$ cat config.mk
export PLATFORM = sky130hd
export DESIGN_NAME = seq_alu_flat
export DESIGN_NICKNAME = d
export VERILOG_FILES = /design/src/rtl/alu_defs.sv /design/src/rtl/seq_alu_if.sv /design/src/rtl/seq_alu_muldiv.sv /design/src/rtl/seq_alu.sv /design/src/flat_wrapper.sv
export SDC_FILE = /design/constraint.sdc
export NUM_CORES = 1
export LEC_CHECK = 0
export CORE_ASPECT_RATIO = 0.5
export CORE_MARGIN = 2
export CORE_UTILIZATION = 38
export CTS_CLUSTER_DIAMETER = 200
export CTS_CLUSTER_SIZE = 24
export DETAILED_ROUTE_END_ITERATION = 8
export PLACE_DENSITY_LB_ADDON = 0.12
export SLEW_MARGIN = 20
export SYNTH_ARGS = -nofsm -noshare
export SYNTH_HDL_FRONTEND = slang
export SYNTH_SLANG_ARGS = --single-unit
$ cat constraint.sdc
create_clock -name CLK -period 4.29 [get_ports CLK]
set_input_delay 0.6435 -clock CLK [delete_from_list [all_inputs] [get_ports CLK]]
set_output_delay 0.6435 -clock CLK [all_outputs]
set_load 0.01 [all_outputs]
$ cat src/rtl/alu_defs.sv
// rtl/alu_defs.sv - shared opcode map and FSM state encoding for the ALU family
//
// Purpose: one place for the 16-entry opcode map used by both the legacy
// combinational ALU and seq_alu, plus the seq_alu controller state encoding.
// Ports: none (package).
package alu_defs;

  localparam logic [3:0] OP_ADD  = 4'h0;
  localparam logic [3:0] OP_SUB  = 4'h1;
  localparam logic [3:0] OP_MUL  = 4'h2;
  localparam logic [3:0] OP_DIV  = 4'h3;
  localparam logic [3:0] OP_SHL  = 4'h4;
  localparam logic [3:0] OP_SHR  = 4'h5;
  localparam logic [3:0] OP_ROL  = 4'h6;
  localparam logic [3:0] OP_ROR  = 4'h7;
  localparam logic [3:0] OP_AND  = 4'h8;
  localparam logic [3:0] OP_OR   = 4'h9;
  localparam logic [3:0] OP_XOR  = 4'hA;
  localparam logic [3:0] OP_NOR  = 4'hB;
  localparam logic [3:0] OP_NAND = 4'hC;
  localparam logic [3:0] OP_XNOR = 4'hD;
  localparam logic [3:0] OP_GT   = 4'hE;
  localparam logic [3:0] OP_EQ   = 4'hF;

  typedef enum logic [1:0] {
    ST_IDLE = 2'd0,
    ST_BUSY = 2'd1,
    ST_DONE = 2'd2
  } state_t;

  // Divide by zero is resolved immediately, so only MUL and DIV with a
  // non-zero divisor need the iterative unit.
  function automatic logic is_iterative(input logic [3:0] op, input logic b_zero);
    return (op == OP_MUL) || ((op == OP_DIV) && !b_zero);
  endfunction

endpackage

$ cat src/rtl/seq_alu_if.sv
// rtl/seq_alu_if.sv - operand/result handshake bundle for seq_alu
//
// Purpose: groups the issue-side and writeback-side handshakes of seq_alu.
// Signals: IN_VALID/IN_READY, A, B, SELC (issue side);
//          OUT_VALID/OUT_READY, ALU_OUT, ALU_OUT_HI, CF, ZF, SF, DZ (result side).
// Modports: master = operand issuer / result consumer, slave = the ALU.
interface seq_alu_if #(parameter int WIDTH = 8);
  logic             IN_VALID;
  logic             IN_READY;
  logic [WIDTH-1:0] A;
  logic [WIDTH-1:0] B;
  logic [3:0]       SELC;
  logic             OUT_VALID;
  logic             OUT_READY;
  logic [WIDTH-1:0] ALU_OUT;
  logic [WIDTH-1:0] ALU_OUT_HI;
  logic             CF;
  logic             ZF;
  logic             SF;
  logic             DZ;

  modport master (
    output IN_VALID, A, B, SELC, OUT_READY,
    input  IN_READY, OUT_VALID, ALU_OUT, ALU_OUT_HI, CF, ZF, SF, DZ
  );

  modport slave (
    input  IN_VALID, A, B, SELC, OUT_READY,
    output IN_READY, OUT_VALID, ALU_OUT, ALU_OUT_HI, CF, ZF, SF, DZ
  );
endinterface

$ cat src/rtl/seq_alu_muldiv.sv
// rtl/seq_alu_muldiv.sv - iterative shift-add multiplier / restoring divider
//
// Purpose: WIDTH-iteration unsigned multiply and divide sharing one pair of
// working registers.
// Ports: clk, rst (sync active-high); start loads a, b, is_div;
//        done pulses in the cycle of the final iteration, with lo/hi
//        presenting the value that iteration produces (product low/high or
//        quotient/remainder), so the caller can register it on that edge.
module seq_alu_muldiv #(
  parameter int WIDTH = 8
) (
  input  logic             clk,
  input  logic             rst,
  input  logic             start,
  input  logic             is_div,
  input  logic [WIDTH-1:0] a,
  input  logic [WIDTH-1:0] b,
  output logic             done,
  output logic [WIDTH-1:0] lo,
  output logic [WIDTH-1:0] hi
);
  import alu_defs::*;

  localparam int CW = $clog2(WIDTH + 1);

  logic [CW-1:0]    cnt;
  logic             div_q;
  logic [WIDTH-1:0] r_hi;   // MUL: partial product high; DIV: remainder
  logic [WIDTH-1:0] r_lo;   // MUL: multiplier/product low; DIV: dividend/quotient
  logic [WIDTH-1:0] opnd;   // MUL: multiplicand; DIV: divisor
  logic [WIDTH:0]   add_sum;
  logic [WIDTH:0]   shifted;
  logic [WIDTH:0]   trial;
  logic [WIDTH-1:0] n_hi;
  logic [WIDTH-1:0] n_lo;

  always_comb begin
    add_sum = {1'b0, r_hi} + {1'b0, opnd};
    shifted = {r_hi, r_lo[WIDTH-1]};
    trial   = shifted - {1'b0, opnd};
    n_hi    = r_hi;
    n_lo    = r_lo;
    if (div_q) begin
      // Restoring step: keep the subtraction only if it did not go negative.
      if (!trial[WIDTH]) begin
        n_hi = trial[WIDTH-1:0];
        n_lo = {r_lo[WIDTH-2:0], 1'b1};
      end else begin
        n_hi = shifted[WIDTH-1:0];
        n_lo = {r_lo[WIDTH-2:0], 1'b0};
      end
    end else begin
      // Shift-add step: the carry of the add becomes the new top bit.
      if (r_lo[0]) begin
        {n_hi, n_lo} = {add_sum, r_lo[WIDTH-1:1]};
      end else begin
        {n_hi, n_lo} = {1'b0, r_hi, r_lo[WIDTH-1:1]};
      end
    end
  end

  always_ff @(posedge clk) begin
    if (rst) begin
      cnt   <= '0;
      div_q <= 1'b0;
      r_hi  <= '0;
      r_lo  <= '0;
      opnd  <= '0;
    end else if (start) begin
      cnt   <= CW'(WIDTH);
      div_q <= is_div;
      r_hi  <= '0;
      r_lo  <= a;
      opnd  <= b;
    end else if (cnt != '0) begin
      cnt   <= cnt - CW'(1);
      r_hi  <= n_hi;
      r_lo  <= n_lo;
    end
  end

  assign done = (cnt == CW'(1));
  assign lo   = n_lo;
  assign hi   = n_hi;

endmodule

$ cat src/rtl/seq_alu.sv
// rtl/seq_alu.sv - handshaked ALU with registered results and iterative MUL/DIV
//
// Purpose: accepts one op per clock, computes single-cycle ops directly and
// hands MUL / DIV (non-zero divisor) to seq_alu_muldiv; results and flags are
// registered and held until the consumer takes them.
// Ports: CLK, RST (sync active-high); bus (seq_alu_if.slave) carrying the
//        issue handshake with A, B, SELC and the result handshake with
//        ALU_OUT, ALU_OUT_HI, CF, ZF, SF, DZ.
module seq_alu #(
  parameter int WIDTH = 8
) (
  input  logic     CLK,
  input  logic     RST,
  seq_alu_if.slave bus
);
  import alu_defs::*;

  localparam int SW = $clog2(WIDTH);

  state_t           state;
  state_t           state_n;
  logic             accept;
  logic             b_zero;
  logic             iter_op;
  logic             md_done;
  logic [WIDTH-1:0] md_lo;
  logic [WIDTH-1:0] md_hi;
  logic             md_is_div;
  logic [SW-1:0]    shamt;
  logic [WIDTH:0]   wide;
  logic [2*WIDTH-1:0] dbl;
  logic [WIDTH-1:0] sc_lo;
  logic [WIDTH-1:0] sc_hi;
  logic             sc_cf;
  logic             sc_dz;
  logic [WIDTH-1:0] out_q;
  logic [WIDTH-1:0] hi_q;
  logic             cf_q;
  logic             zf_q;
  logic             sf_q;
  logic             dz_q;

  assign bus.IN_READY = !RST && ((state == ST_IDLE) || ((state == ST_DONE) && bus.OUT_READY));
  assign accept  = bus.IN_VALID && bus.IN_READY;
  assign b_zero  = (bus.B == '0);
  assign iter_op = is_iterative(bus.SELC, b_zero);
  assign shamt   = bus.B[SW-1:0];

  // Single-cycle datapath, evaluated on the live operands and captured on accept.
  always_comb begin
    sc_lo = '0;
    sc_hi = '0;
    sc_cf = 1'b0;
    sc_dz = 1'b0;
    wide  = '0;
    dbl   = '0;
    case (bus.SELC)
      OP_ADD: begin
        wide  = {1'b0, bus.A} + {1'b0, bus.B};
        sc_lo = wide[WIDTH-1:0];
        sc_cf = wide[WIDTH];
      end
      OP_SUB: begin
        wide  = {1'b0, bus.A} - {1'b0, bus.B};
        sc_lo = wide[WIDTH-1:0];
        sc_cf = wide[WIDTH];
      end
      OP_DIV: begin
        if (b_zero) begin
          sc_lo = '1;
          sc_hi = bus.A;
          sc_dz = 1'b1;
        end
      end
      // The extra bit on each side catches the last bit shifted out.
      OP_SHL: begin
        wide  = {1'b0, bus.A} << shamt;
        sc_lo = wide[WIDTH-1:0];
        sc_cf = wide[WIDTH];
      end
      OP_SHR: begin
        wide  = {bus.A, 1'b0} >> shamt;
        sc_lo = wide[WIDTH:1];
        sc_cf = wide[0];
      end
      OP_ROL: begin
        dbl   = {bus.A, bus.A} << shamt;
        sc_lo = dbl[2*WIDTH-1:WIDTH];
      end
      OP_ROR: begin
        dbl   = {bus.A, bus.A} >> shamt;
        sc_lo = dbl[WIDTH-1:0];
      end
      OP_AND:  sc_lo = bus.A & bus.B;
      OP_OR:   sc_lo = bus.A | bus.B;
      OP_XOR:  sc_lo = bus.A ^ bus.B;
      OP_NOR:  sc_lo = ~(bus.A | bus.B);
      OP_NAND: sc_lo = ~(bus.A & bus.B);
      OP_XNOR: sc_lo = ~(bus.A ^ bus.B);
      OP_GT:   sc_lo = {{(WIDTH-1){1'b0}}, (bus.A > bus.B)};
      OP_EQ:   sc_lo = {{(WIDTH-1){1'b0}}, (bus.A == bus.B)};
      default: ;
    endcase
  end

  seq_alu_muldiv #(.WIDTH(WIDTH)) u_muldiv (
    .clk    (CLK),
    .rst    (RST),
    .start  (accept && iter_op),
    .is_div (bus.SELC == OP_DIV),
    .a      (bus.A),
    .b      (bus.B),
    .done   (md_done),
    .lo     (md_lo),
    .hi     (md_hi)
  );

  always_ff @(posedge CLK) begin
    if (RST) begin
      state <= ST_IDLE;
    end else begin
      state <= state_n;
    end
  end

  always_comb begin
    state_n = state;
    case (state)
      ST_IDLE: begin
        if (accept) state_n = iter_op ? ST_BUSY : ST_DONE;
      end
      ST_BUSY: begin
        if (md_done) state_n = ST_DONE;
      end
      ST_DONE: begin
        if (bus.OUT_READY) begin
          if (accept) state_n = iter_op ? ST_BUSY : ST_DONE;
          else        state_n = ST_IDLE;
        end
      end
      default: state_n = ST_IDLE;
    endcase
  end

  // accept and md_done are mutually exclusive: accept needs IDLE/DONE, done needs BUSY.
  always_ff @(posedge CLK) begin
    if (RST) begin
      out_q     <= '0;
      hi_q      <= '0;
      cf_q      <= 1'b0;
      zf_q      <= 1'b0;
      sf_q      <= 1'b0;
      dz_q      <= 1'b0;
      md_is_div <= 1'b0;
    end else if (accept && !iter_op) begin
      out_q <= sc_lo;
      hi_q  <= sc_hi;
      cf_q  <= sc_cf;
      zf_q  <= (sc_lo == '0);
      sf_q  <= sc_lo[WIDTH-1];
      dz_q  <= sc_dz;
    end else if (accept) begin
      md_is_div <= (bus.SELC == OP_DIV);
    end else if (md_done) begin
      out_q <= md_lo;
      hi_q  <= md_hi;
      cf_q  <= !md_is_div && (md_hi != '0);
      zf_q  <= (md_lo == '0);
      sf_q  <= md_lo[WIDTH-1];
      dz_q  <= 1'b0;
    end
  end

  assign bus.OUT_VALID  = (state == ST_DONE);
  assign bus.ALU_OUT    = out_q;
  assign bus.ALU_OUT_HI = hi_q;
  assign bus.CF         = cf_q;
  assign bus.ZF         = zf_q;
  assign bus.SF         = sf_q;
  assign bus.DZ         = dz_q;

endmodule

$ cat src/flat_wrapper.sv
// flat-port wrapper written by rule: the top's interface ports become plain ports
module seq_alu_flat import alu_defs::*;
#(
  parameter int WIDTH = 8
)
  (CLK, RST, bus_IN_VALID, bus_A, bus_B, bus_SELC, bus_OUT_READY, bus_IN_READY, bus_OUT_VALID, bus_ALU_OUT, bus_ALU_OUT_HI, bus_CF, bus_ZF, bus_SF, bus_DZ);
  seq_alu_if #(.WIDTH(WIDTH)) bus_i ();
  input  logic CLK;
  input  logic RST;
  input wire logic [$bits(bus_i.IN_VALID)-1:0] bus_IN_VALID;
  input wire logic [$bits(bus_i.A)-1:0] bus_A;
  input wire logic [$bits(bus_i.B)-1:0] bus_B;
  input wire logic [$bits(bus_i.SELC)-1:0] bus_SELC;
  input wire logic [$bits(bus_i.OUT_READY)-1:0] bus_OUT_READY;
  output wire logic [$bits(bus_i.IN_READY)-1:0] bus_IN_READY;
  output wire logic [$bits(bus_i.OUT_VALID)-1:0] bus_OUT_VALID;
  output wire logic [$bits(bus_i.ALU_OUT)-1:0] bus_ALU_OUT;
  output wire logic [$bits(bus_i.ALU_OUT_HI)-1:0] bus_ALU_OUT_HI;
  output wire logic [$bits(bus_i.CF)-1:0] bus_CF;
  output wire logic [$bits(bus_i.ZF)-1:0] bus_ZF;
  output wire logic [$bits(bus_i.SF)-1:0] bus_SF;
  output wire logic [$bits(bus_i.DZ)-1:0] bus_DZ;
  assign bus_i.IN_VALID = bus_IN_VALID;
  assign bus_i.A = bus_A;
  assign bus_i.B = bus_B;
  assign bus_i.SELC = bus_SELC;
  assign bus_i.OUT_READY = bus_OUT_READY;
  assign bus_IN_READY = bus_i.IN_READY;
  assign bus_OUT_VALID = bus_i.OUT_VALID;
  assign bus_ALU_OUT = bus_i.ALU_OUT;
  assign bus_ALU_OUT_HI = bus_i.ALU_OUT_HI;
  assign bus_CF = bus_i.CF;
  assign bus_ZF = bus_i.ZF;
  assign bus_SF = bus_i.SF;
  assign bus_DZ = bus_i.DZ;
  seq_alu #(.WIDTH(WIDTH)) u_core (.CLK(CLK), .RST(RST), .bus(bus_i));
endmodule
# Word level (Yosys, flattened, before mapping)
# Cells that the tools add are included.
dict set report totals {
  register_bits 52
  input_bits 24
}
dict set report classes {
  n_addsub 5
  n_lt_le_gt_ge 1
  n_eq_ne 23
  shifts 4
  muxes 41
  n_bitwise 7
  reduce_logical 26
}
# op count
set op_table {}
lappend op_table {{8-bit 2-to-1 mux} 16}
lappend op_table {{8-bit case mux with 15 select lines} 1}
lappend op_table {{4-bit == test, second input constant} 8}
lappend op_table {{8-bit logical NOT} 3}
lappend op_table {{8-bit inverter} 3}
lappend op_table {{8-bit by 8-bit adder with 9-bit output} 2}
lappend op_table {{4-bit by 3-bit == test with 1-bit output, second input constant} 4}
lappend op_table {{16-bit by 3-bit << shifter with 16-bit output} 1}
lappend op_table {{16-bit by 3-bit right shift with 8-bit output} 1}
lappend op_table {{1-bit 2-to-1 mux} 15}
lappend op_table {{2-bit 2-to-1 mux} 5}
lappend op_table {{8-bit by 3-bit << shifter with 9-bit output} 1}
lappend op_table {{9-bit by 3-bit right shift with 9-bit output} 1}
lappend op_table {{8-bit by 8-bit subtractor with 9-bit output} 1}
lappend op_table {{9-bit by 8-bit subtractor with 9-bit output} 1}
lappend op_table {{8-bit bitwise AND} 1}
lappend op_table {{4-bit by 1-bit == test with 1-bit output, second input constant} 2}
lappend op_table {{4-bit by 2-bit == test with 1-bit output, second input constant} 2}
lappend op_table {{8-bit == test} 1}
lappend op_table {{8-bit > comparator} 1}
lappend op_table {{4-bit 2-to-1 mux} 2}
lappend op_table {{8-bit bitwise OR} 1}
lappend op_table {{8-bit nonzero test} 1}
lappend op_table {{8-bit XOR} 1}
lappend op_table {{other kinds (18)} 32}

# Longest topological paths before layout
# Gate-level depths: netlist of the first run.
dict set report logic_depth {
  word_depth 8
  depth_mapped 13
  ltp_nobuf 12
}

# Hierarchy
# Synthesis of the first run repeated with hierarchy kept, for this count alone.
dict set report unflattened {
  hier_cells 765
  area_unflattened_um2 5967.0
}
# mod instances cells_each area_per_inst_um2 seq_area_each_um2
set modules_own_cells {}
lappend modules_own_cells {seq_alu 1 477 3627.2 440.4}
lappend modules_own_cells {seq_alu_muldiv 1 288 2339.7 580.6}

# Worst setup path before layout of the first run
# No wires, ideal clock.
dict set report synth_timing {
  path_kind {input -> register}
  from {input port bus_B[2]}
  to {register u_core.zf_q, in the netlist u_core.bus.ZF}
  setup_ns 0.096
  arrival_time_ns 3.259
  required_ns 4.194
  path_slack_ns 0.935
  path_stages 11
  n_path_buf 2
  path_cell_list {clkbuf_1 > inv_1 > ha_1 > clkbuf_1 > o21ai_0 > a22o_1 > a211o_1 > or4_4 > nor4_2 > nand4_1 > o41ai_2}
}
dict set report synth_via {
  elab_chain_cells 8
  elab_cells_between_ends 27
}
# element line_no
set synth_rtl {}
lappend synth_rtl {{start, declared} flat_wrapper.sv:12} ;# input wire logic [$bits(bus_i.B)-1:0] bus_B;
lappend synth_rtl {{branches (longest 8 deep; another with 8-bit by 8-bit subtractor with 9-bit output)} --}
lappend synth_rtl {{end signal, assigned} seq_alu.sv:159} ;# zf_q <= (sc_lo == '0);
lappend synth_rtl {{end signal, assigned} seq_alu.sv:168} ;# zf_q <= (md_lo == '0);
lappend synth_rtl {{end, declared} seq_alu.sv:39} ;# logic zf_q;
# Several ways; the timed one is not identified.
# A chain may end at the register's enable or synchronous reset.

# Worst setup path in the final report of the first run
dict set report layout_timing {
  from {input port bus_B[7]}
  to {register u_core.out_q[0], in the netlist u_core.bus.ALU_OUT[0]}
}
dict set report layout_via {
  elab_chain_cells 8
  elab_cells_between_ends 14
}
# element line_no
set layout_rtl {}
lappend layout_rtl {{branches (longest 8 deep; another with 8-bit > comparator)} --}
lappend layout_rtl {{end signal, assigned} seq_alu.sv:156} ;# out_q <= sc_lo;
lappend layout_rtl {{end signal, assigned} seq_alu.sv:165} ;# out_q <= md_lo;
lappend layout_rtl {{end, declared} seq_alu.sv:36} ;# logic [WIDTH-1:0] out_q;
# Several ways; the timed one is not identified.

==> results.ini, run 1 <==
[critical_path]
cp_max_fo = 4
start_kind = input pin
path_buf_inv = 2
crit_path_top_delay_cell = clkdlybuf4s50_1
worstSetupPathType = input pin to register
startpoint = bus_B[7]
cp_cell_sequence = clkdlybuf4s50_1 -> inv_1 -> ha_1 -> or4_1 -> or4_1 -> a2111oi_0 -> or3_1 -> a221oi_1 -> o221ai_1 -> nand2_1 -> a21oi_1
cp_common_cell = or4_1
worstPathRequired_ns = 4.51
r2r-start = u_core.u_muldiv.opnd[4]
cp-end-kind = register
worstPathArrival_ns = 3.84
critPathTopFamily = simple AND/OR/NAND/NOR gates
max_stage_delay_ns = 0.63

[logic_synthesis]
synth_top_flop_cell = dfxtp_1
synth_top_cell_area_share_pct = 18.4
async_reset_ff_share_pct = 0
synth_top_area_cell = dfxtp_1
synth_cells = 739
yosys_warnings = 0
synth_cell_types = 68
synth.avg_cell_area_sq_um = 7.38
syn-num-nets = 811
ys_ff_latch = 50
syn_area_sq_um = 5450
synth_edf_count = 0
ys_seq_area_share_pct = 18.4
synthTopCellsByArea = dfxtp_1 18%, ha_1 10%, a21oi_1 7.0%, nand2_1 5.6%, nor2_1 5.0%

[floorplanning]
num_rows = 30
core_sq_um = 13800
die_h_um = 88.7
dieArea_sq_um = 15400
ios = 46
start_util_pct = 39.6
die_width_um = 173

[worst_hold_path]
hp-start = u_core.bus.DZ
hp-class = register to register

[clock_tree]
htree_num_levels = 2
hold_buffers = 0
clk-insertion-delay-late_ns = 0.29
root_buffer = clkbuf_16
cts_sinks = 50
cts_setup_buffers = 0
cts_made_buffers = 5
clock_path_buffers = 2
cts_resized = 0
cts_tree = done
cts.clk_slew.worst_paths_ns = 0.07

[layout]
syn_to_final_growth_pct = 14.8
mostFrequentLayoutCells = 82 x nand2_1, 76 x a21oi_1, 73 x nor2_1
final_core_util_pct = 45.4
mostFrequentLayoutCell = nand2_1
antenna_cells = 0
drive_gt1_share_pct = 7.98
final_nets = 836

[sta]
finalMaxSlewViolations = 0
finalCritPeriodShare_pct = 84.4
hold_viol = 0
rsz0062_at_grt = no
finClkSkew_ns = 0.00718
finalSetupTns_ns = 0
fmax_mhz = 276
max_slew_margin_pct = 48.0
fin_crit_ns = 3.62
finalSetupViolCount = 0
worstMarginPinSlew_ns = 0.778

[detailed_routing]
ant_nets = 0
drc = 0
initialDrtViolationCount = 595
num_vias = 5685
drt-vias-per-instance = 5.95
drt_pre_antenna_iters = 5
routed_wirelength_mm = 18.3
wl_per_cell_um = 19.1

[power]
cellLeakagePower_nw = 2.41
p_per_area_nw_per_um2 = 406
max-vdd-ir-drop_mv = 0.218

[global_routing]
grt_pass1_wl_mm = 28.5
grt_usage_pct = 23.5
grt-ovfl-total = 0
grt_pass1_vias = 5064
grt_max_degree = 43
antenna_found_initial = 0

[placement]
hpwl_mm = 14.1
place_congestion = 0.969
numPortBuffers = 45

[run]
max_cap_viol_count = 0

[status]
status = complete, no violations

per-layer routing:
| metal | track usage [%] | vias up | share of wire, % |
|---|---|---|---|
| met4 | 4.70 | 0 | 1.5 |
| li1 | - | 2740 | - |
| met2 | 38.9 | 238 | 44 |
| met5 | 0 | - | 0 |
| met3 | 2.32 | 26 | 5.7 |
| met1 | 33.7 | 2681 | 49 |
synth_stat cells, types with 3 or more instances:
cell	instances
nand2_1	82
a21oi_1	76
nor2_1	73
dfxtp_1	50
ha_1	44
inv_1	44
clkbuf_1	38
o21ai_0	36
mux2i_1	23
a211oi_1	20
nand3_1	19
nor3_1	14
o211ai_1	14
nor2b_1	13
xnor2_1	13
buf_2	11
mux4_2	11
a31oi_1	10
a22oi_1	8
nand2b_1	8
a21o_1	7
o22ai_1	7
mux2_2	6
nor4_1	6
o21a_1	6
a211o_1	5
a311oi_1	5
nand4_1	5
o31ai_1	5
or3_1	5
a2111oi_0	4
and2_1	4
buf_1	4
fa_1	4
o221ai_1	4
or4_1	4
a221o_1	3
and3_1	3
nand3b_1	3
o21bai_1	3
xor2_1	3
report_power, final:
group	switching [W]	total, W	internal [W]	leakage, nW
clock network	0.000170	0.000384	0.000214	0.0701
logic	0.000864	0.00146	0.000599	1.93
registers	0.000121	0.000694	0.000573	0.409
worst register-to-register path: stages (launching register included):
cell	delay (ns)
dfxtp_1	0.39
inv_1	0.07
ha_1	0.32
and2_1	0.19
a221o_1	0.39
or4_1	0.59
nand3_2	0.24
o311ai_1	0.19
a311o_1	0.32
nor4_1	0.44
o211ai_1	0.15
worst paths after layout:
path,to,slack [ns],depth (start not counted)
worst max-delay path,u_core.bus.ALU_OUT[0],0.67,11
worst max register to register,u_core.bus.CF,0.88,10
worst min register to register,u_core.bus.DZ,0.47,2
worst min-delay path,u_core.bus.DZ,0.47,2
cell type report:
class / count / area [sq um]
Clock inverter: 2 / 13.8
Timing Repair Buffer: 73 / 661
Tap cell: 192 / 240
Clock buffer: 5 / 125
Multi-Input combinational cell: 590 / 4050
Sequential cell: 50 / 1000
Fill cell: 1429 / 7520
Inverter: 44 / 165
through the flow:
| step | setup slack (ns) | hold WS (ns) | instance area (sq um) | power [W] | instances |
|---|---|---|---|---|---|
| final | 0.669 | 0.468 | 6260 | 0.00254 | 956 |
| after global placement | 0.507 | 0.462 | 6120 | 0.00214 | 949 |
| after floorplan | 0.935 | 0.453 | 5450 | 0.00172 | 739 |
| after global routing | 0.496 | 0.502 | 6260 | 0.00275 | 956 |
| after detailed placement | 0.415 | 0.462 | 6120 | 0.00215 | 949 |
| after CTS | 0.706 | 0.471 | 6260 | 0.00254 | 956 |
flip-flops by register name, summed over array words and instances (netlist names):
| register | cells |
|---|---|
| u_core.u_muldiv.div_q | 1 |
| u_core.bus.CF | 1 |
| u_core.bus.ALU_OUT | 8 |
| u_core.u_muldiv.opnd | 8 |
| u_core.u_muldiv.cnt | 4 |
| u_core.bus.DZ | 1 |
| u_core.state | 2 |
| u_core.u_muldiv.r_lo | 8 |
| u_core.bus.ALU_OUT_HI | 8 |
| u_core.bus.ZF | 1 |
| u_core.u_muldiv.r_hi | 8 |
cells by family after synthesis:
group / count (synthesis) / synth area share, %
simple gates: 252 / 22.2
compound gates: 234 / 28.1
buf+inv: 99 / 7.28
flops: 50 / 18.4
fa+ha+maj: 48 / 11.6
mux: 40 / 10.0
xor+xnor: 16 / 2.57
Power figures use the tool's default switching activity.
==> run 2, diff against run 1 <==
Clock period 4.29 ns to 3.5 ns, I/O delays scaled along.
==> run 2 against run 1 <==
Against the previous run:
- sequential cell count unchanged
- die area unchanged
- sequential share of layout area decreased by 0.76 points
- critical path depth unchanged
- sequential power increased by 21%
- cell area increased by 5.0%
- wire length increased by 2.0%
- worst setup slack got worse by 0.37 ns
- highest routed layer unchanged
==> results.ini, run 2 (synthesized netlist as in run 1, its figures left out) <==
[status]
status = complete, no violations  ; unchanged

[critical_path]
cp_max_fo = 3  ; was 4
cp_common_cell = or4_1  ; unchanged
r2r-start = u_core.u_muldiv.opnd[4]  ; unchanged
worstSetupPathType = input pin to register  ; unchanged
max_stage_delay_ns = 0.54  ; was 0.63 ns
critPathTopFamily = simple AND/OR/NAND/NOR gates  ; unchanged
worstPathRequired_ns = 3.72  ; was 4.51 ns
crit_path_top_delay_cell = or4_1  ; was clkdlybuf4s50_1
worstPathArrival_ns = 3.43  ; was 3.84 ns
startpoint = bus_B[6]  ; was bus_B[7]
start_kind = input pin  ; unchanged
cp-end-kind = register  ; unchanged
path_buf_inv = 2  ; unchanged
cp_cell_sequence = clkdlybuf4s50_1 -> inv_1 -> ha_1 -> or4_1 -> or4_1 -> a2111oi_0 -> or3_1 -> a221oi_1 -> o221ai_1 -> nand2_1 -> a21oi_1  ; unchanged

[detailed_routing]
num_vias = 5844  ; was 5685
drt_pre_antenna_iters = 5  ; unchanged
initialDrtViolationCount = 620  ; was 595
routed_wirelength_mm = 18.7  ; was 18.3 mm
drt-vias-per-instance = 5.87  ; was 5.95
wl_per_cell_um = 18.7  ; was 19.1 um
ant_nets = 0  ; unchanged
drc = 0  ; unchanged

[floorplanning]
ios = 46  ; unchanged
num_rows = 30  ; unchanged
core_sq_um = 13800  ; unchanged
die_h_um = 88.7  ; unchanged
dieArea_sq_um = 15400  ; unchanged
die_width_um = 173  ; unchanged
start_util_pct = 39.6  ; unchanged

[run]
max_cap_viol_count = 0  ; unchanged

[global_routing]
grt_pass1_vias = 5381  ; was 5064
grt_usage_pct = 24.1  ; was 23.5%
antenna_found_initial = 0  ; unchanged
grt-ovfl-total = 0  ; unchanged
grt_pass1_wl_mm = 29.4  ; was 28.5 mm
grt_max_degree = 43  ; unchanged

[sta]
finClkSkew_ns = 0.00755  ; was 0.00718 ns
hold_viol = 0  ; unchanged
fin_ws_ns = 0.298  ; was 0.669 ns
rsz0062_at_grt = no  ; unchanged
finalSetupViolCount = 0  ; unchanged
fin_crit_ns = 3.20
worstMarginPinSlew_ns = 0.808  ; was 0.778 ns
finalMaxSlewViolations = 0  ; unchanged
finalCritPeriodShare_pct = 91.5
fmax_mhz = 312
max_slew_margin_pct = 46.0  ; was 48.0%
finalSetupTns_ns = 0  ; unchanged

[clock_tree]
htree_num_levels = 2  ; unchanged
hold_buffers = 0  ; unchanged
clk-insertion-delay-late_ns = 0.29  ; about the same
root_buffer = clkbuf_16  ; unchanged
cts_tree = done  ; unchanged
cts_sinks = 50  ; unchanged
cts.clk_slew.worst_paths_ns = 0.07  ; about the same
cts_made_buffers = 5  ; unchanged
clock_path_buffers = 2  ; unchanged

[power]
power.internal_w = 0.00179  ; was 0.00139 W
power_switching_share_pct = 44.9  ; was 45.5%
p_per_area_nw_per_um2 = 494  ; was 406 nW/um^2
cellLeakagePower_nw = 2.61  ; was 2.41 nW
power_frac_clock_pct = 15.1  ; about the same
power_frac_comb_pct = 58.9  ; was 57.6%
total_power_w = 0.00325  ; was 0.00254 W
max-vdd-ir-drop_mv = 0.257  ; was 0.218 mV
p_switching_w = 0.00146  ; was 0.00116 W
p_seq_share_pct = 26.0  ; was 27.3%

[worst_hold_path]
hp-start = u_core.bus.DZ  ; unchanged
hp-class = register to register  ; unchanged

[placement]
hpwl_mm = 14.5  ; was 14.1 mm
place_congestion = 0.966  ; was 0.969
dp.cells = 987  ; was 949
numPortBuffers = 45  ; unchanged
dp_slack_ns = 0.0209  ; was 0.415 ns

[layout]
mostFrequentLayoutCells = 82 x nand2_1, 76 x a21oi_1, 73 x nor2_1  ; unchanged
stdcell_count = 995  ; was 956
mostFrequentLayoutCell = nand2_1  ; unchanged
antenna_cells = 0  ; unchanged
syn_to_final_growth_pct = 20.6  ; was 14.8%
final_nets = 874  ; was 836
drive_gt1_share_pct = 12.3  ; was 7.98%

## run 2: final timing paths
check | end | slack [ns] | cells after the start
worst max-delay path | u_core.bus.ALU_OUT[0] | 0.30 | 11
worst min-delay path | u_core.bus.DZ | 0.47 | 2
worst max register to register | u_core.bus.CF | 0.31 | 11
worst min register to register | u_core.bus.DZ | 0.47 | 2
## run 2: stage by stage
step                hold slack [ns]  utilization, %  instance area, sq um
CTS                           0.475            47.7                  6570
global placement              0.464            46.7                  6430
floorplan                     0.453               -                  5450
detailed placement            0.465            46.7                  6430
global route                  0.510            47.7                  6570
finish                        0.473            47.7                  6570
## run 2: routing by layer
metal	part of all wire, %	GRT usage (%)	wire length, um	vias up
met4	1.7	5.39	315	0
li1	-	-	-	2830
met1	48	32.9	9040	2798
met3	4.7	2.06	869	21
met2	45	42.0	8430	195
met5	0	0	0	-
## run 2: power groups by stage
| stage | Combinational (W) | Sequential [W] | Clock, W |
|---|---|---|---|
| global placement | 0.00186 | 0.000854 | 0 |
| finish | 0.00191 | 0.000843 | 0.000491 |
| detailed placement | 0.00187 | 0.000853 | 0 |
| CTS | 0.00189 | 0.000841 | 0.000492 |
| global route | 0.00212 | 0.000862 | 0.000510 |
| floorplan | 0.00130 | 0.000809 | 0 |
## run 2: final cells by class
type,count,area (sq um)
clock buffer,6,129
clock inverter,2,13.8
fill,1420,7200
inverter,44,165
multi-input combinational,590,4050
sequential,50,1000
tap,192,240
timing repair buffer,111,971
## run 2: repair_timing
item                                    CTS  global route
setup buffers                             0             0
resized for setup                         0             2
endpoints found under the setup margin    0             2
## run 2: worst min-delay path, stage by stage, from the launching register on
cell and delay [ns]:
dfxtp_1 0.31, nand3_1 0.06, a21oi_1 0.06
==> run 3, diff against run 2 <==
Settings changed: CAP_MARGIN from default to 0, CORE_UTILIZATION 38 to 23.
==> run 3 against run 2 <==
Against the previous run:
- clock power rose by 19%
- largest power group unchanged
- sequential power barely moved
- first-iteration DRC count fell by 39%
- worst setup slack got worse by 0.068 ns
- core utilization fell by 18 points
- highest routed layer unchanged
- fmax fell by 2.1%
- register-to-register slack got worse by 0.08 ns
==> results.ini, run 3 (synthesized netlist as in run 1, its figures left out) <==
[critical_path]
cp_max_fo = 4  ; was 3
worstPathRequired_ns = 3.72  ; about the same
start_kind = input pin  ; unchanged
r2r-start = u_core.u_muldiv.opnd[4]  ; unchanged
worstPathArrival_ns = 3.49  ; was 3.43 ns
timing.rr.end = u_core.bus.CF  ; unchanged
rrSetupSlack_ns = 0.23  ; was 0.31 ns
cp-end-kind = register  ; unchanged
worstSetupPathType = input pin to register  ; unchanged
reg2reg_depth = 11  ; unchanged

[floorplanning]
core_sq_um = 23000  ; was 13800 sq um
start_util_pct = 23.7  ; was 39.6%
die_h_um = 113  ; was 88.7 um
dieArea_sq_um = 25000  ; was 15400 sq um
num_rows = 39  ; was 30
ios = 46  ; unchanged
die_width_um = 222  ; was 173 um

[run]
max_cap_viol_count = 0  ; unchanged

[power]
power_frac_comb_pct = 57.9  ; was 58.9%
p_seq_share_pct = 24.9  ; was 26.0%
cellLeakagePower_nw = 2.68  ; was 2.61 nW
max-vdd-ir-drop_mv = 0.227  ; was 0.257 mV
power.internal_w = 0.00190  ; was 0.00179 W
power_frac_clock_pct = 17.2  ; was 15.1%
p_per_area_nw_per_um2 = 496  ; was 494 nW/um^2
power_switching_share_pct = 43.9  ; was 44.9%
p_switching_w = 0.00149  ; was 0.00146 W

[global_routing]
grt_pass1_wl_mm = 33.9  ; was 29.4 mm
grt_max_degree = 43  ; unchanged
grt-ovfl-total = 0  ; unchanged
grt_usage_pct = 17.1  ; was 24.1%
antenna_found_initial = 0  ; unchanged
grt_pass1_vias = 5846  ; was 5381

[detailed_routing]
wl_per_cell_um = 19.0  ; was 18.7 um
drt-vias-per-instance = 5.17  ; was 5.87
num_vias = 5798  ; was 5844
drc = 0  ; unchanged
ant_nets = 0  ; unchanged
routed_wirelength_mm = 21.3  ; was 18.7 mm
initialDrtViolationCount = 380  ; was 620
drt_pre_antenna_iters = 4  ; was 5

[layout]
final_core_util_pct = 29.7  ; was 47.7%
mostFrequentLayoutCells = 82 x nand2_1, 77 x buf_4, 76 x a21oi_1  ; was 82 x nand2_1, 76 x a21oi_1, 73 x nor2_1
syn_to_final_growth_pct = 25.4  ; was 20.6%
antenna_cells = 0  ; unchanged
final_nets = 886  ; was 874
mostFrequentLayoutCell = nand2_1  ; unchanged
drive_gt1_share_pct = 13.9  ; was 12.3%
fill_cells = 2548  ; was 1420
multiInputGateArea_sq_um = 4060  ; was 4050 sq um
stdcell_area_sq_um = 6840  ; was 6570 sq um
register_area_sq_um = 1000  ; unchanged

[clock_tree]
cts.clk_slew.worst_paths_ns = 0.07  ; about the same
cts_made_buffers = 5  ; unchanged
clk-insertion-delay-late_ns = 0.29  ; about the same
root_buffer = clkbuf_16  ; unchanged
cts_tree = done  ; unchanged
clock_path_buffers = 2  ; unchanged
htree_num_levels = 2  ; unchanged
cts_sinks = 50  ; unchanged

[sta]
finClkSkew_ns = 0.0112  ; was 0.00755 ns
fin_crit_ns = 3.27  ; was 3.20 ns
hold_viol = 0  ; unchanged
finalMaxSlewViolations = 0  ; unchanged
whs_ns = 0.470  ; was 0.473 ns
max_slew_margin_pct = 45.7  ; was 46.0%
rsz0062_at_grt = no  ; unchanged
worstMarginPinSlew_ns = 0.812  ; was 0.808 ns
finalCritPeriodShare_pct = 93.4  ; was 91.5%
fmax_mhz = 306  ; was 312 MHz
finalSetupViolCount = 0  ; unchanged

[status]
status = complete, no violations  ; unchanged

[worst_hold_path]
whs_endpoint = u_core.bus.DZ  ; unchanged
hp-class = register to register  ; unchanged
hp-start = u_core.bus.DZ  ; unchanged
worstHoldPathCells = 2  ; unchanged

[placement]
numPortBuffers = 45  ; unchanged
placed_area_sq_um = 6650  ; was 6430 sq um
place_congestion = 0.900  ; was 0.966
hpwl_mm = 16.7  ; was 14.5 mm

-- run 3: cell types whose count changed in the layout (fill, tap and decap cells not counted), sizes merged --
cell    change
buf        +12
clkinv      -2
bufinv      +1
inv         +1
-- run 3: worst max-delay path by stage --
| stage | end | startpoint | depth (start not counted) | slack, ns |
|---|---|---|---|---|
| global placement | u_core.bus.CF | bus_B[0] | 11 | -0.01 |
| finish | u_core.bus.CF | bus_A[0] | 12 | 0.23 |
| CTS | u_core.bus.CF | u_core.u_muldiv.r_lo[7] | 12 | 0.14 |
| global route | u_core.bus.CF | bus_A[0] | 12 | 0.006 |
| floorplan | u_core.bus.ZF | bus_B[2] | 11 | 0.26 |
| detailed placement | u_core.bus.CF | bus_A[0] | 12 | -0.03 |
-- run 3: metal layers --
metal  global-route usage [%]  up-vias  part of all wire [%]
li1                         -     2852                     -
met5                        0        -                     0
met1                     23.6     2785                    48
met3                     1.45       24                   3.9
met2                     28.8      137                    46
met4                     4.55        0                   1.8
-- run 3: area by class of cell --
class	count	area share, %
repair buffers	123	15.3
inverters	44	2.42
multi-input cells	590	59.4
clock buffers	6	2.03
flip-flops and latches	50	14.6
clock inverters	2	0.567
well taps	307	5.62
-- run 3: repair_timing --
| action | CTS | global route |
|---|---|---|
| endpoints found under the setup margin | 0 | 1 |
| setup buffers | 0 | 0 |
| hold buffers | 0 | 0 |
| resized for setup | 0 | 3 |
-- run 3: per-stage QoR --
stage               cells  setup slack (ns)  setup TNS [ns]  total power [W]
finish               1122             0.229               0          0.00339
detailed placement   1114           -0.0314         -0.0314          0.00280
CTS                  1122             0.143               0          0.00340
floorplan             739             0.264               0          0.00210
global route         1122           0.00597               0          0.00368
global placement     1114           -0.0119         -0.0119          0.00281
-- run 3: critical path, stage by stage --
cell	delay, ns
clkdlybuf4s50_1	0.44
inv_1	0.10
ha_1	0.20
inv_1	0.07
fa_1	0.40
a21o_1	0.19
a21oi_1	0.35
o21ai_0	0.22
o31ai_1	0.28
a21oi_1	0.11
or4_1	0.48
o211ai_1	0.12
-- run 3: power by group through the flow --
stage | combinational, W | clock (W) | sequential, W
global route | 0.00219 | 0.000622 | 0.000862
CTS | 0.00196 | 0.000600 | 0.000848
finish | 0.00196 | 0.000584 | 0.000844
global placement | 0.00195 | 0 | 0.000862
floorplan | 0.00130 | 0 | 0.000809
detailed placement | 0.00194 | 0 | 0.000860
